<file path="src/rtl/gray_to_rgb_pkg.sv">
// rtl/gray_to_rgb_pkg.sv - shared types and constants for the grayscale-to-RGB expander
package gray_to_rgb_pkg;

  typedef enum logic [1:0] {
    MAP_REPLICATE,
    MAP_INVERT,
    MAP_HEAT,
    MAP_THRESHOLD
  } colour_map_t;

  localparam logic [7:0] HEAT_BP1 = 8'd85;
  localparam logic [7:0] HEAT_BP2 = 8'd170;

  typedef struct packed {
    logic [7:0] r;
    logic [7:0] g;
    logic [7:0] b;
  } rgb_t;

endpackage

</file>
<file path="src/rtl/gray_colormap.sv">
// rtl/gray_colormap.sv - combinational gray-to-RGB colour map
// Heat ramps are exact: 3*(g-bp) tops out at 255 inside each band, so no clamp is needed.
module gray_colormap
  import gray_to_rgb_pkg::*;
(
  input  logic [7:0]  i_gray,
  input  colour_map_t i_map,
  input  logic [7:0]  i_threshold,
  output rgb_t        o_rgb
);

  logic [9:0] w_tri;

  always_comb begin
    w_tri = '0;
    o_rgb = '0;
    case (i_map)
      MAP_REPLICATE: o_rgb = '{r: i_gray, g: i_gray, b: i_gray};
      MAP_INVERT:    o_rgb = '{r: ~i_gray, g: ~i_gray, b: ~i_gray};
      MAP_HEAT: begin
        if (i_gray < HEAT_BP1) begin
          w_tri   = 10'(i_gray) * 10'd3;
          o_rgb.r = 8'(w_tri);
        end else if (i_gray < HEAT_BP2) begin
          w_tri   = 10'(i_gray - HEAT_BP1) * 10'd3;
          o_rgb.r = 8'hFF;
          o_rgb.g = 8'(w_tri);
        end else begin
          w_tri   = 10'(i_gray - HEAT_BP2) * 10'd3;
          o_rgb.r = 8'hFF;
          o_rgb.g = 8'hFF;
          o_rgb.b = 8'(w_tri);
        end
      end
      MAP_THRESHOLD: o_rgb = (i_gray >= i_threshold) ? '{r: 8'hFF, g: 8'hFF, b: 8'hFF} : '0;
      default:       o_rgb = '0;
    endcase
  end

endmodule

</file>
<file path="src/rtl/gray_to_rgb_stream.sv">
// rtl/gray_to_rgb_stream.sv - two-stage grayscale-to-RGB pixel stream with frame markers
// Both stages share one advance enable, so s_ready depends only on m_valid/m_ready.
module gray_to_rgb_stream
  import gray_to_rgb_pkg::*;
#(
  parameter int WIDTH  = 640,
  parameter int HEIGHT = 480
) (
  input  logic       clk,
  input  logic       resetn,
  input  logic [7:0] s_gray,
  input  logic       s_valid,
  output logic       s_ready,
  input  logic [1:0] mode,
  input  logic [7:0] threshold,
  output logic [7:0] m_r,
  output logic [7:0] m_g,
  output logic [7:0] m_b,
  output logic       m_valid,
  input  logic       m_ready,
  output logic       m_sof,
  output logic       m_eol,
  output logic       m_eof
);

  localparam int XW = (WIDTH > 1) ? $clog2(WIDTH) : 1;
  localparam int YW = (HEIGHT > 1) ? $clog2(HEIGHT) : 1;

  logic [XW-1:0] r_x;
  logic [YW-1:0] r_y;
  colour_map_t   r_mode_q;
  logic [7:0]    r_thr_q;

  logic          r_s1_valid, r_s1_sof, r_s1_eol, r_s1_eof;
  logic [7:0]    r_s1_gray, r_s1_thr;
  colour_map_t   r_s1_map;

  logic          r_s2_valid, r_s2_sof, r_s2_eol, r_s2_eof;
  rgb_t          r_s2_rgb;

  logic          w_en, w_in_xfer, w_at_origin, w_last_x, w_last_y;
  colour_map_t   w_frame_map;
  logic [7:0]    w_frame_thr;
  rgb_t          w_rgb;

  assign w_en        = !r_s2_valid || m_ready;
  assign w_in_xfer   = s_valid && w_en;
  assign w_at_origin = (r_x == '0) && (r_y == '0);
  assign w_last_x    = (r_x == XW'(WIDTH - 1));
  assign w_last_y    = (r_y == YW'(HEIGHT - 1));
  // The origin pixel must already see the controls it is latching.
  assign w_frame_map = w_at_origin ? colour_map_t'(mode) : r_mode_q;
  assign w_frame_thr = w_at_origin ? threshold : r_thr_q;

  always_ff @(posedge clk or negedge resetn) begin
    if (!resetn) begin
      r_x      <= '0;
      r_y      <= '0;
      r_mode_q <= MAP_REPLICATE;
      r_thr_q  <= '0;
    end else if (w_in_xfer) begin
      if (w_last_x) begin
        r_x <= '0;
        r_y <= w_last_y ? '0 : r_y + 1'b1;
      end else begin
        r_x <= r_x + 1'b1;
      end
      if (w_at_origin) begin
        r_mode_q <= colour_map_t'(mode);
        r_thr_q  <= threshold;
      end
    end
  end

  always_ff @(posedge clk or negedge resetn) begin
    if (!resetn) begin
      r_s1_valid <= 1'b0;
      r_s1_gray  <= '0;
      r_s1_sof   <= 1'b0;
      r_s1_eol   <= 1'b0;
      r_s1_eof   <= 1'b0;
      r_s1_map   <= MAP_REPLICATE;
      r_s1_thr   <= '0;
    end else if (w_en) begin
      r_s1_valid <= s_valid;
      if (s_valid) begin
        r_s1_gray <= s_gray;
        r_s1_sof  <= w_at_origin;
        r_s1_eol  <= w_last_x;
        r_s1_eof  <= w_last_x && w_last_y;
        r_s1_map  <= w_frame_map;
        r_s1_thr  <= w_frame_thr;
      end
    end
  end

  gray_colormap u_colormap (
    .i_gray      (r_s1_gray),
    .i_map       (r_s1_map),
    .i_threshold (r_s1_thr),
    .o_rgb       (w_rgb)
  );

  always_ff @(posedge clk or negedge resetn) begin
    if (!resetn) begin
      r_s2_valid <= 1'b0;
      r_s2_rgb   <= '0;
      r_s2_sof   <= 1'b0;
      r_s2_eol   <= 1'b0;
      r_s2_eof   <= 1'b0;
    end else if (w_en) begin
      r_s2_valid <= r_s1_valid;
      if (r_s1_valid) r_s2_rgb <= w_rgb;
      r_s2_sof   <= r_s1_valid && r_s1_sof;
      r_s2_eol   <= r_s1_valid && r_s1_eol;
      r_s2_eof   <= r_s1_valid && r_s1_eof;
    end
  end

  assign s_ready = w_en;
  assign m_valid = r_s2_valid;
  assign m_r     = r_s2_rgb.r;
  assign m_g     = r_s2_rgb.g;
  assign m_b     = r_s2_rgb.b;
  assign m_sof   = r_s2_sof;
  assign m_eol   = r_s2_eol;
  assign m_eof   = r_s2_eof;

endmodule

</file>
<file path="config.mk">
export PLATFORM = sky130hd
export DESIGN_NAME = gray_to_rgb_stream
export DESIGN_NICKNAME = d
export VERILOG_FILES = /design/src/rtl/gray_to_rgb_pkg.sv /design/src/rtl/gray_colormap.sv /design/src/rtl/gray_to_rgb_stream.sv
export SDC_FILE = /design/constraint.sdc
export NUM_CORES = 1
export LEC_CHECK = 0
export ABC_AREA = 1
export CAP_MARGIN = 10
export CORE_UTILIZATION = 57
export DETAILED_ROUTE_END_ITERATION = 10
export MAX_ROUTING_LAYER = met4
export PLACE_DENSITY = 0.76
export SLEW_MARGIN = 20
export SYNTH_ARGS = -nofsm -noshare
export SYNTH_HDL_FRONTEND = slang
export SYNTH_SLANG_ARGS = --single-unit
export TNS_END_PERCENT = 50
</file>
<file path="constraint.sdc">
create_clock -name clk -period 3.5 [get_ports clk]
set_input_delay 0.7 -clock clk [delete_from_list [all_inputs] [get_ports clk]]
set_output_delay 0.7 -clock clk [all_outputs]
set_load 0.05 [all_outputs]
</file>
==> flow_summary.yaml <==
worst_setup_path:
  max_stage_delay_ns: 0.71
  cpMaxStageDelayCell: "clkdlybuf4s50_1"
  cp.depth: 4
  crit_path_start_kind: "input port"
  cp.arrival_ns: 2.21
  required_ns: 2.80
  critPathBufInv: 3
  r2r_cells: 16
  critical_path_class: "input port to output port"
  worst_path_dominant_cell_family: "buffers and inverters"
  path_cells: "clkdlybuf4s50_1 > nor2_4 > inv_1 > clkdlybuf4s50_1"
  worstPathMaxFanout: 6
  cpMostUsedCell: "clkdlybuf4s50_1"
  end_kind: "output port"
sta:
  skew_ns: 0.0108
  fin_setup_tns_ns: 0
  max_freq_mhz: 344
  hold_viol: 0
  setup-violations-final: 0
  min_period_ns: 2.91
  finalMaxSlewViolations: 0
  setup_ws_ns: 0.590
  layout_worst_path_cycle_share_pct: 83.1
  slew_headroom_pct: 59.5
  grt_setup_unrepaired: "no"
  tightest_slew_ns: 0.608
cts:
  cts.sinks: 69
  cts_hold_buf: 0
  clk_pin_slew_ns: 0.08
  cts_made_buffers: 9
  cts_root_buf: "clkbuf_8"
  cts_tree: "built"
  cts_resized: 0
  htreeDepth: 3
  postCtsSetupRepairBufs: 0
  worstSkewPairLatency_ns: 0.35
  clock_path_buffers: 2
power:
  ir_worst_vdd_uv: 397
  swShare_pct: 45.1
  p_leak_nw: 2.83
  p_switching_mw: 1.54
  power.internal_mw: 1.88
  seq_power_share_pct: 32.7
  pwr-share-clk_pct: 18.7
  pwr-share-comb_pct: 48.6
  powerDensity_nw_per_um2: 622
finish:
  final_common_cell: "nand2_1"
  multi_input_area_um2: 2540
  fin_area_um2: 5510
  stdcell_count: 762
  utilization_pct: 70.2
  diodes: 0
  seq_area_um2: 1730
  area_growth_syn_to_layout_pct: 17.4
  n_fill_cell: 649
  layout_common_cells: "nand2_1, inv_1, dfrtp_1"
  final_nets: 719
  layout-drive-gt1-share_pct: 7.88
logic_synthesis:
  post_synth_num_cell_types: 41
  synth.net_count: 661
  syn_area_um2: 4690
  yosys_warnings: 0
  synth_edf_count: 0
  postSynthCellCount: 598
  synth_flop_cell: "dfrtp_1"
  async_flop_share_pct: 100
  syn_avg_cell_area_um2: 7.84
  yosysSeqAreaShare_pct: 36.8
  synth-seq-cells: 69
run:
  cap_viol_max_count: 0
floorplanning:
  fp.dieW_um: 92.7
  dieHeight_um: 92.7
  core_area_um2: 7850
  rows: 32
  dieArea_um2: 8590
  start_util_pct: 59.8
  ios: 51
place:
  placed_area_um2: 5310
  dpl.hpwl_um: 8640
  placed_cells: 747
  place_ws_ns: 0.587
  gp_congestion: 0.952
  port_buffers: 50
route:
  wirelength_um: 11200
  first_pass_iters: 5
  dr.first_iter.drc_count: 236
  ant_nets: 0
  drc: 0
  routedWlPerCell_um: 14.7
  vias_per_cell: 5.49
  via_count: 4185
grt:
  antenna_found_initial: 0
  grt_max_degree: 49
  grt_pass1_vias: 4064
  grt-ovfl-total: 0
  grt_pass1_wl_um: 19100
  track_usage_pct: 29.5
run_status:
  status: "completed"
worst_hold_path:
  hold_path_class: "input port to asynchronous set/reset pin"
## registers in the layout, summed over array words and instances, names as in the netlist
signal,count
m_r,8
m_eol,1
r_x,10
r_s1_gray,8
r_y,9
r_s1_eol,1
r_s1_valid,1
m_valid,1
r_mode_q,2
r_s1_eof,1
m_b,8
m_eof,1
r_s1_sof,1
m_sof,1
r_thr_q,8
m_g,8
## path summary, 6_finish.rpt
| kind | startpoint | to | slack (ns) |
|---|---|---|---|
| worst max-delay path | m_ready | s_ready | 0.59 |
| worst min-delay path | resetn | r_s1_gray[5]$_DFFE_PN0P_ | 0.37 |
| worst max register to register | r_s1_gray[0]$_DFFE_PN0P_ | m_g[7]$_DFFE_PN0P_ | 0.65 |
| worst min register to register | m_b[4]$_DFFE_PN0P_ | m_b[4]$_DFFE_PN0P_ | 0.49 |
| max in group asynchronous | resetn | r_x[4]$_DFFE_PN0P_ | 2.53 |
| min in group clk | m_b[4]$_DFFE_PN0P_ | m_b[4]$_DFFE_PN0P_ | 0.49 |
## metal layers
layer	wire length, um	vias up	GRT usage [%]
met3	577	22	4.27
met1	5220	1954	38.8
met2	5180	139	46.4
li1	-	2070	-
met5	0	-	-
met4	238	0	11.2
## cell usage after synthesis (3+ instances only)
cell type | n | area share, %
nand4_1 | 7 | 0.93
nand2_1 | 132 | 11
inv_1 | 99 | 7.9
inv_2 | 5 | 0.40
o21ai_0 | 31 | 3.3
nor2_4 | 6 | 1.4
nor3_1 | 10 | 1.1
clkbuf_1 | 5 | 0.40
o21ai_1 | 9 | 0.96
xor2_1 | 12 | 2.2
nor2_2 | 3 | 0.40
o211ai_1 | 5 | 0.80
dfrtp_1 | 69 | 37
nor2_1 | 28 | 2.2
nand3_2 | 3 | 0.64
a21oi_1 | 25 | 2.7
a31oi_1 | 7 | 0.93
o22ai_1 | 6 | 0.80
or2_2 | 6 | 0.80
mux2_1 | 9 | 2.2
xnor2_1 | 6 | 1.1
nand3_1 | 51 | 5.4
ha_1 | 39 | 10
## kinds of logic (layout without fill, tap and decap cells)
group	Yosys count	in the layout	share of synthesized area, %
flops	69	69	36.8
mux	10	10	2.40
xor+xnor	18	18	3.36
simple gates	254	254	25.5
compound gates	95	95	11.7
buf+inv	111	173	8.94
fa+ha+maj	41	41	11.3
## power by group through the flow
stage	clock [mW]	combinational (mW)	sequential, mW
floorplan	0	0.894	1.41
global placement	0	1.61	1.13
detailed placement	0	1.65	1.13
CTS	0.651	1.65	1.12
global route	0.681	1.84	1.14
finish	0.640	1.66	1.12
## metrics by stage
stage | hold slack, ns | total power, mW
5_1_grt | 0.413 | 3.66
3_3_place_gp | 0.464 | 2.74
2_1_floorplan | 0.404 | 2.31
3_5_place_dp | 0.473 | 2.78
6_report | 0.365 | 3.42
4_1_cts | 0.492 | 3.42
## cell type report
class                      instances  share of cell area [%]
timing repair buffer              54                    9.59
tap                              102                    2.32
clock buffer                       9                    2.25
clock inverter                     6                    1.18
sequential                        69                    31.4
multi-input combinational        418                    46.2
inverter                         104                    7.09
(Power assumes the default switching activity.)
